### src/rtl/aes_pkg.sv
// Constants and GF(2^8) helpers shared by the AES encryption and decryption rounds.
// Holds the default state width, the inverse S-box table and xtime/multiply.
package aes_pkg;

  localparam int AES_DATA_LEN = 128;

  // Row-major 16x16 table: entry [b] is InvSubBytes(b).
  localparam logic [0:255][7:0] INV_SBOX = {
    128'h52096ad53036a538bf40a39e81f3d7fb,
    128'h7ce339829b2fff87348e4344c4dee9cb,
    128'h547b9432a6c2233dee4c950b42fac34e,
    128'h082ea16628d924b2765ba2496d8bd125,
    128'h72f8f66486689816d4a45ccc5d65b692,
    128'h6c704850fdedb9da5e154657a78d9d84,
    128'h90d8ab008cbcd30af7e45805b8b34506,
    128'hd02c1e8fca3f0f02c1afbd0301138a6b,
    128'h3a9111414f67dcea97f2cfcef0b4e673,
    128'h96ac7422e7ad3585e2f937e81c75df6e,
    128'h47f11a711d29c5896fb7620eaa18be1b,
    128'hfc563e4bc6d279209adbc0fe78cd5af4,
    128'h1fdda8338807c731b11210592780ec5f,
    128'h60517fa919b54a0d2de57a9f93c99cef,
    128'ha0e03b4dae2af5b0c8ebbb3c83539961,
    128'h172b047eba77d626e169146355210c7d
  };

  // Multiply by x modulo x^8 + x^4 + x^3 + x + 1 (0x11B).
  function automatic logic [7:0] xtime(input logic [7:0] b);
    return {b[6:0], 1'b0} ^ (b[7] ? 8'h1b : 8'h00);
  endfunction

  function automatic logic [7:0] gf_mul(input logic [7:0] a, input logic [7:0] b);
    logic [7:0] acc;
    logic [7:0] p;
    logic [7:0] m;
    acc = 8'h00;
    p   = a;
    m   = b;
    for (int i = 0; i < 8; i++) begin
      if (m[0]) acc = acc ^ p;
      p = xtime(p);
      m = m >> 1;
    end
    return acc;
  endfunction

endpackage

### src/rtl/inv_sbox.sv
// Combinational AES inverse S-box for one byte.
module inv_sbox
  import aes_pkg::*;
(
  input  logic [7:0] value,
  output logic [7:0] result
);

  assign result = INV_SBOX[value];

endmodule

### src/rtl/inv_round.sv
// One AES inverse cipher round as a 4-stage pipeline:
// InvShiftRows -> InvSubBytes -> AddRoundKey -> InvMixColumns (skipped on the last round).
module inv_round
  import aes_pkg::*;
#(
  parameter int DATA_LEN = AES_DATA_LEN
) (
  input  logic                clk,
  input  logic                reset,
  input  logic                valid_in,
  input  logic [DATA_LEN-1:0] data_in,
  input  logic                last_in,
  input  logic                key_valid_in,
  input  logic [DATA_LEN-1:0] sub_key,
  output logic                valid_out,
  output logic [DATA_LEN-1:0] data_out,
  output logic                key_err
);

  // Flow control: valid_in qualifies data_in/last_in for exactly one cycle and
  // there is no ready; every valid state is accepted and appears on
  // valid_out/data_out four edges later, in order, one per cycle.

  logic                s1_valid, s2_valid, s3_valid;
  logic                s1_last,  s2_last,  s3_last;
  logic [DATA_LEN-1:0] s1_data,  s2_data,  s3_data;
  logic [DATA_LEN-1:0] key_q;
  logic                key_loaded;

  logic [DATA_LEN-1:0] shifted;
  logic [DATA_LEN-1:0] sub_bytes;
  logic [DATA_LEN-1:0] mixed;
  logic [DATA_LEN-1:0] round_key;

  // Byte k of the state sits at bits [DATA_LEN-1-8k -: 8]; k = 4*column + row.
  for (genvar c = 0; c < 4; c++) begin : g_col
    for (genvar r = 0; r < 4; r++) begin : g_row
      localparam int DST = DATA_LEN - 1 - 8 * (4 * c + r);
      localparam int SRC = DATA_LEN - 1 - 8 * (4 * ((c - r + 4) % 4) + r);
      localparam int A0  = DATA_LEN - 1 - 8 * (4 * c + r);
      localparam int A1  = DATA_LEN - 1 - 8 * (4 * c + (r + 1) % 4);
      localparam int A2  = DATA_LEN - 1 - 8 * (4 * c + (r + 2) % 4);
      localparam int A3  = DATA_LEN - 1 - 8 * (4 * c + (r + 3) % 4);

      assign shifted[DST -: 8] = data_in[SRC -: 8];

      inv_sbox u_inv_sbox (
        .value  (s1_data[DST -: 8]),
        .result (sub_bytes[DST -: 8])
      );

      assign mixed[DST -: 8] = gf_mul(s3_data[A0 -: 8], 8'h0e)
                             ^ gf_mul(s3_data[A1 -: 8], 8'h0b)
                             ^ gf_mul(s3_data[A2 -: 8], 8'h0d)
                             ^ gf_mul(s3_data[A3 -: 8], 8'h09);
    end
  end

  // Until a key arrives the state is XORed with zero, but key_err records it.
  assign round_key = key_loaded ? key_q : '0;

  always_ff @(posedge clk or posedge reset) begin
    if (reset) begin
      s1_valid   <= 1'b0;
      s2_valid   <= 1'b0;
      s3_valid   <= 1'b0;
      valid_out  <= 1'b0;
      s1_last    <= 1'b0;
      s2_last    <= 1'b0;
      s3_last    <= 1'b0;
      s1_data    <= '0;
      s2_data    <= '0;
      s3_data    <= '0;
      data_out   <= '0;
      key_q      <= '0;
      key_loaded <= 1'b0;
      key_err    <= 1'b0;
    end else begin
      s1_valid  <= valid_in;
      s2_valid  <= s1_valid;
      s3_valid  <= s2_valid;
      valid_out <= s3_valid;
      s1_last   <= valid_in & last_in;
      s2_last   <= s1_last;
      s3_last   <= s2_last;

      if (valid_in) s1_data <= shifted;
      if (s1_valid) s2_data <= sub_bytes;
      if (s2_valid) s3_data <= s2_data ^ round_key;
      if (s3_valid) data_out <= s3_last ? s3_data : mixed;

      // Key load is not forwarded: S3 above already used the old key_q.
      if (key_valid_in) begin
        key_q      <= sub_key;
        key_loaded <= 1'b1;
      end
      if (s2_valid && !key_loaded) key_err <= 1'b1;
    end
  end

endmodule

### config.mk
export PLATFORM = sky130hd
export DESIGN_NAME = inv_round
export DESIGN_NICKNAME = d
export VERILOG_FILES = /design/src/rtl/aes_pkg.sv /design/src/rtl/inv_sbox.sv /design/src/rtl/inv_round.sv
export SDC_FILE = /design/constraint.sdc
export NUM_CORES = 2
export LEC_CHECK = 0
export CAP_MARGIN = 20
export CORE_UTILIZATION = 35
export DETAILED_ROUTE_END_ITERATION = 16
export SLEW_MARGIN = 40
export SYNTH_ARGS = -nofsm -noshare
export SYNTH_HDL_FRONTEND = slang
export SYNTH_HIERARCHICAL = 1
export SYNTH_SLANG_ARGS = --single-unit
### constraint.sdc
create_clock -name clk -period 30.6 [get_ports clk]
set_clock_uncertainty 0.2 [all_clocks]
set_input_delay 6.12 -clock clk [delete_from_list [all_inputs] [get_ports clk]]
set_output_delay 6.12 -clock clk [all_outputs]
set_load 0.1 [all_outputs]
; ---- After elaboration in Yosys (flattened, before gate mapping)
; Memories as Yosys holds them, arrays and structs flattened. A register that Yosys moved wholly into a read port is not among the register bits.
; Cells that the tools add are included.
[totals]
in_bits = 261
memories = 16
mem_bits_ro = 32768
output_inout_bits = 130
register_bits = 521
wordCells = 307
[memory_table]
columns = memory, words, word_bits, rd, rd_clocked_by_memory_dff, write_ports, line
row1 = (no name shown), 256, 8, 1, 1, 0, inv_sbox.sv:9  ; assign result = INV_SBOX[value];
row2 = (no name shown), 256, 8, 1, 1, 0, inv_sbox.sv:9
row3 = (no name shown), 256, 8, 1, 1, 0, inv_sbox.sv:9
row4 = (no name shown), 256, 8, 1, 1, 0, inv_sbox.sv:9
row5 = (no name shown), 256, 8, 1, 1, 0, inv_sbox.sv:9
row6 = (no name shown), 256, 8, 1, 1, 0, inv_sbox.sv:9
row7 = 10 more memories, n/a, n/a, n/a, n/a, n/a, n/a
[op_classes]
muxes = 50
n_bitwise = 226
n_reduce_logical = 2
[ops]
columns = op, count
row1 = $xor 8x8->8, 166
row2 = $xor 8x5->8, 42
row3 = $mux 128, 2
row4 = $mux 5, 48
row5 = $not 8->9, 16
row6 = $xor 128x128->128, 1
row7 = $and 1x1->1, 1
row8 = $logic_and 1x1->1, 1
row9 = $logic_not 1->1, 1

; ---- Depth between registers and ports, before layout
[depth]
ltp_word = 11
ltp_mapped = 13

; ---- Cells and area by module
; Netlist, hierarchy kept.
[by_module_without_submodules]
columns = mod, seq_area_each_um2, cells_per_inst, instances, area_per_inst_um2
row1 = inv_sbox at g_col[1].g_row[1].u_inv_sbox ..., 0.0, 545, 11, 3368.2
row2 = inv_round, 16240.6, 2968, 1, 35758.0
row3 = inv_sbox at g_col[0].g_row[1].u_inv_sbox ..., 0.0, 531, 4, 3454.6
row4 = inv_sbox at g_col[0].g_row[0].u_inv_sbox, 0.0, 552, 1, 3737.3

; ---- Worst setup path after synthesis
; No wires, ideal clock.
[synth_path]
kind = in2reg
from = in key_valid_in
to = reg key_q[0]
path_stages = 3
t_arrival_ps = 7152
slack_ps = 23123
setup_ps = 125
required_time_ps = 30275
cell_sequence = clkbuf_1 -> buf_1 -> mux2_2
[synth_lines]
columns = item, line
row1 = start: declaration, inv_round.sv:13  ; input logic key_valid_in,
row2 = end signal: assignment, inv_round.sv:94  ; key_q <= sub_key;
row3 = end: declaration, inv_round.sv:27  ; logic [DATA_LEN-1:0] key_q;
; No word-level cell between the ends.

==> out/metrics.yaml <==
grt_usage_pct: 29.01
power_density_nw_per_um2: 103.4
critPathArrivalTime_ns: 9.15
fp.dieW_um: 510.1
synth_area_um2: 90360
routed_wl_um: 395400
fin_crit_sh_pct: 28.14
grt_max_degree: 124
hp-start: "s2_last$_DFF_PP0_"
n_fill_cell: 26850
holdCritPathClass: "flip-flop to flip-flop"
period_minus_slack_ns: 8.612
overflow: 0
cts_inserted_buffers: 86
route.vias.total: 94920
dp_hpwl_um: 275000
crit_start: "reset"
fin_util_pct: 37.37
cp_max_fo: 86
cp-end-kind: "asynchronous set/reset pin"
hold_viol: 0
r2r-start: "s1_data[32]$_DFFE_PP0P_"
drive_gt1_share_pct: 11.28
ir_drop_v: 0.00009413
start_util_pct: 35.20
synthToLayoutAreaGrowth_pct: 6.155
crit_path_end: "s1_data[115]$_DFFE_PP0P_"
tns_ns: 0
clock_path_buffers: 3
p_leak_nw: 37.08
firstDrtPassIters: 10
worstSetupStartpointType: "input port"
syn_inst: 11640
maxCapViolations: 0
rr_endpoint: "s2_data[37]$_DFFE_PP0P_"
final_cell_mix: "a21oi_1 (1056), nand2_1 (964), o21ai_0 (785)"
die_area_um2: 260200
cts_num_sinks: 649
slew_violations: 0
synth-edff-count: 0
status: "complete, no violations"
portBuffers: 390
post-synth-top-area-cell: "dfrtp_1"
setup_viol: 0
ios: 391
synth_cell_types: 98
yosys_warnings: 6
antenna_found_initial: 9
rsz0062_at_grt: "no"
synth-seq-cells: 649
rr_worst_depth: 9
synth_top_flop_cell: "dfrtp_1"
timing.fmax_ghz: 0.1161
avgSynthCellArea_um2: 7.764
post-cts-setup-buffer-count: 0
cp.required_ns: 31.14
gp_congestion: 1.042
cts_resized: 0
via_per_inst: 6.579
synth_area_leaders: "dfrtp_1 (18%), a21oi_1 (5.8%), mux2_2 (5.4%)"
ys_seq_area_share_pct: 17.97
grt_pass1_vias: 86730
rows: 186
cts_hold_buf: 0
reg2reg_slack_ns: 26.19
final_common_cell: "a21oi_1"
tritoncts: "done"
nets: 11570
core_um2: 256700
clk_pin_slew_worst_paths_ns: 0.06
tightest_slew_ns: 1.087
grt_pass1_wl_um: 585600
crit_type: "input port to asynchronous set/reset pin"
wl_per_cell_um: 27.41
ys_async_sr_fraction_pct: 100.0
root_buffer: "clkbuf_16"
antenna_left: 0
die_h_um: 510.1
netlist.area_leader.share_pct: 17.97
slew_headroom_pct: 25.63
clock_latency_ns: 0.74
htree_num_levels: 3
synth_nets: 12230
first_iter_violations: 17250
drc: 0
-- layer usage --
metal / global-route usage [%] / vias up / part of all wire, %
met4: 15.27 / 2 / 6.1
met2: 43.18 / 7011 / 42
li1: - / 41770 / -
met3: 6.037 / 1244 / 12
met5: 0 / - / 0.0033
met1: 39.18 / 44890 / 40
-- critical path, stage by stage --
cell	delay, ns
clkdlybuf4s50_1	0.50
inv_8	0.52
buf_4	0.57
buf_4	0.65
buf_6	0.61
-- kinds of logic after synthesis --
| family | after synthesis | synth area share [%] |
|---|---|---|
| xor gates and xnor gates | 890 | 11.44 |
| buffers and inverters | 1548 | 8.258 |
| AOI/OAI and AO/OA | 3965 | 29.13 |
| adders and majority gates | 334 | 4.625 |
| DFF | 649 | 17.97 |
| and+or+nand+nor | 3561 | 19.31 |
| muxes | 692 | 9.267 |
-- registers in the layout (all words and copies together), names as in the netlist --
register / cells
data_out: 128
key_err: 1
key_loaded: 1
key_q: 128
s1_data: 128
s1_last: 1
s1_valid: 1
s2_data: 128
s2_last: 1
s2_valid: 1
s3_data: 128
s3_last: 1
s3_valid: 1
valid_out: 1
-- final cells by class --
type                    count  area, um2  share of cell area [%]
multi-input cells        9442      66690                   69.52
flip-flops and latches    649      16370                   17.06
repair buffers            570       4847                   5.053
diodes                      2      5.005                0.005217
clock buffers             116       2365                   2.465
inverters                 222      842.1                  0.8778
clock inverters            43      576.8                  0.6013
well taps                3384       4234                   4.414
-- where the power goes --
group	leakage (nW)	internal, W	switching [W]
logic	28.2	0.00289	0.00447
clock network	1.43	0.000613	0.000453
registers	7.40	0.00111	0.000382
-- synthesized netlist by cell type (261+ instances only) --
cell	number
a21oi_1	1056
nand2_1	964
o21ai_0	786
nor2_1	768
dfrtp_1	649
buf_2	561
clkbuf_1	538
xnor2_1	459
mux2_2	433
nand3_1	396
ha_1	334
nand2b_1	324
nor2b_1	261
-- metrics by stage --
stage / setup slack [ns] / hold slack (ns) / total power [W] / std cells / instance area, um2
finish: 21.99 / 0.1517 / 0.009921 / 14430 / 95930
detailed placement: 21.06 / 0.1397 / 0.008779 / 14270 / 92930
global placement: 20.71 / 0.1366 / 0.008835 / 14260 / 93290
floorplan: 6.096 / 0.1312 / 0.006550 / 11640 / 90360
CTS: 21.89 / 0.1534 / 0.009900 / 14430 / 95880
global route: 21.55 / 0.1600 / 0.01037 / 14430 / 95920
-- worst min path at each step --
stage / to / depth (start not counted) / slack (ns)
after floorplan: s2_last$_DFF_PP0_ / 0 / 0.13
after CTS: s3_last$_DFF_PP0_ / 0 / 0.15
after global placement: s3_last$_DFF_PP0_ / 0 / 0.14
final: s3_last$_DFF_PP0_ / 0 / 0.15
after global routing: s3_last$_DFF_PP0_ / 0 / 0.16
after detailed placement: s3_last$_DFF_PP0_ / 0 / 0.14
No activity file was read; power rests on OpenSTA's default activity.
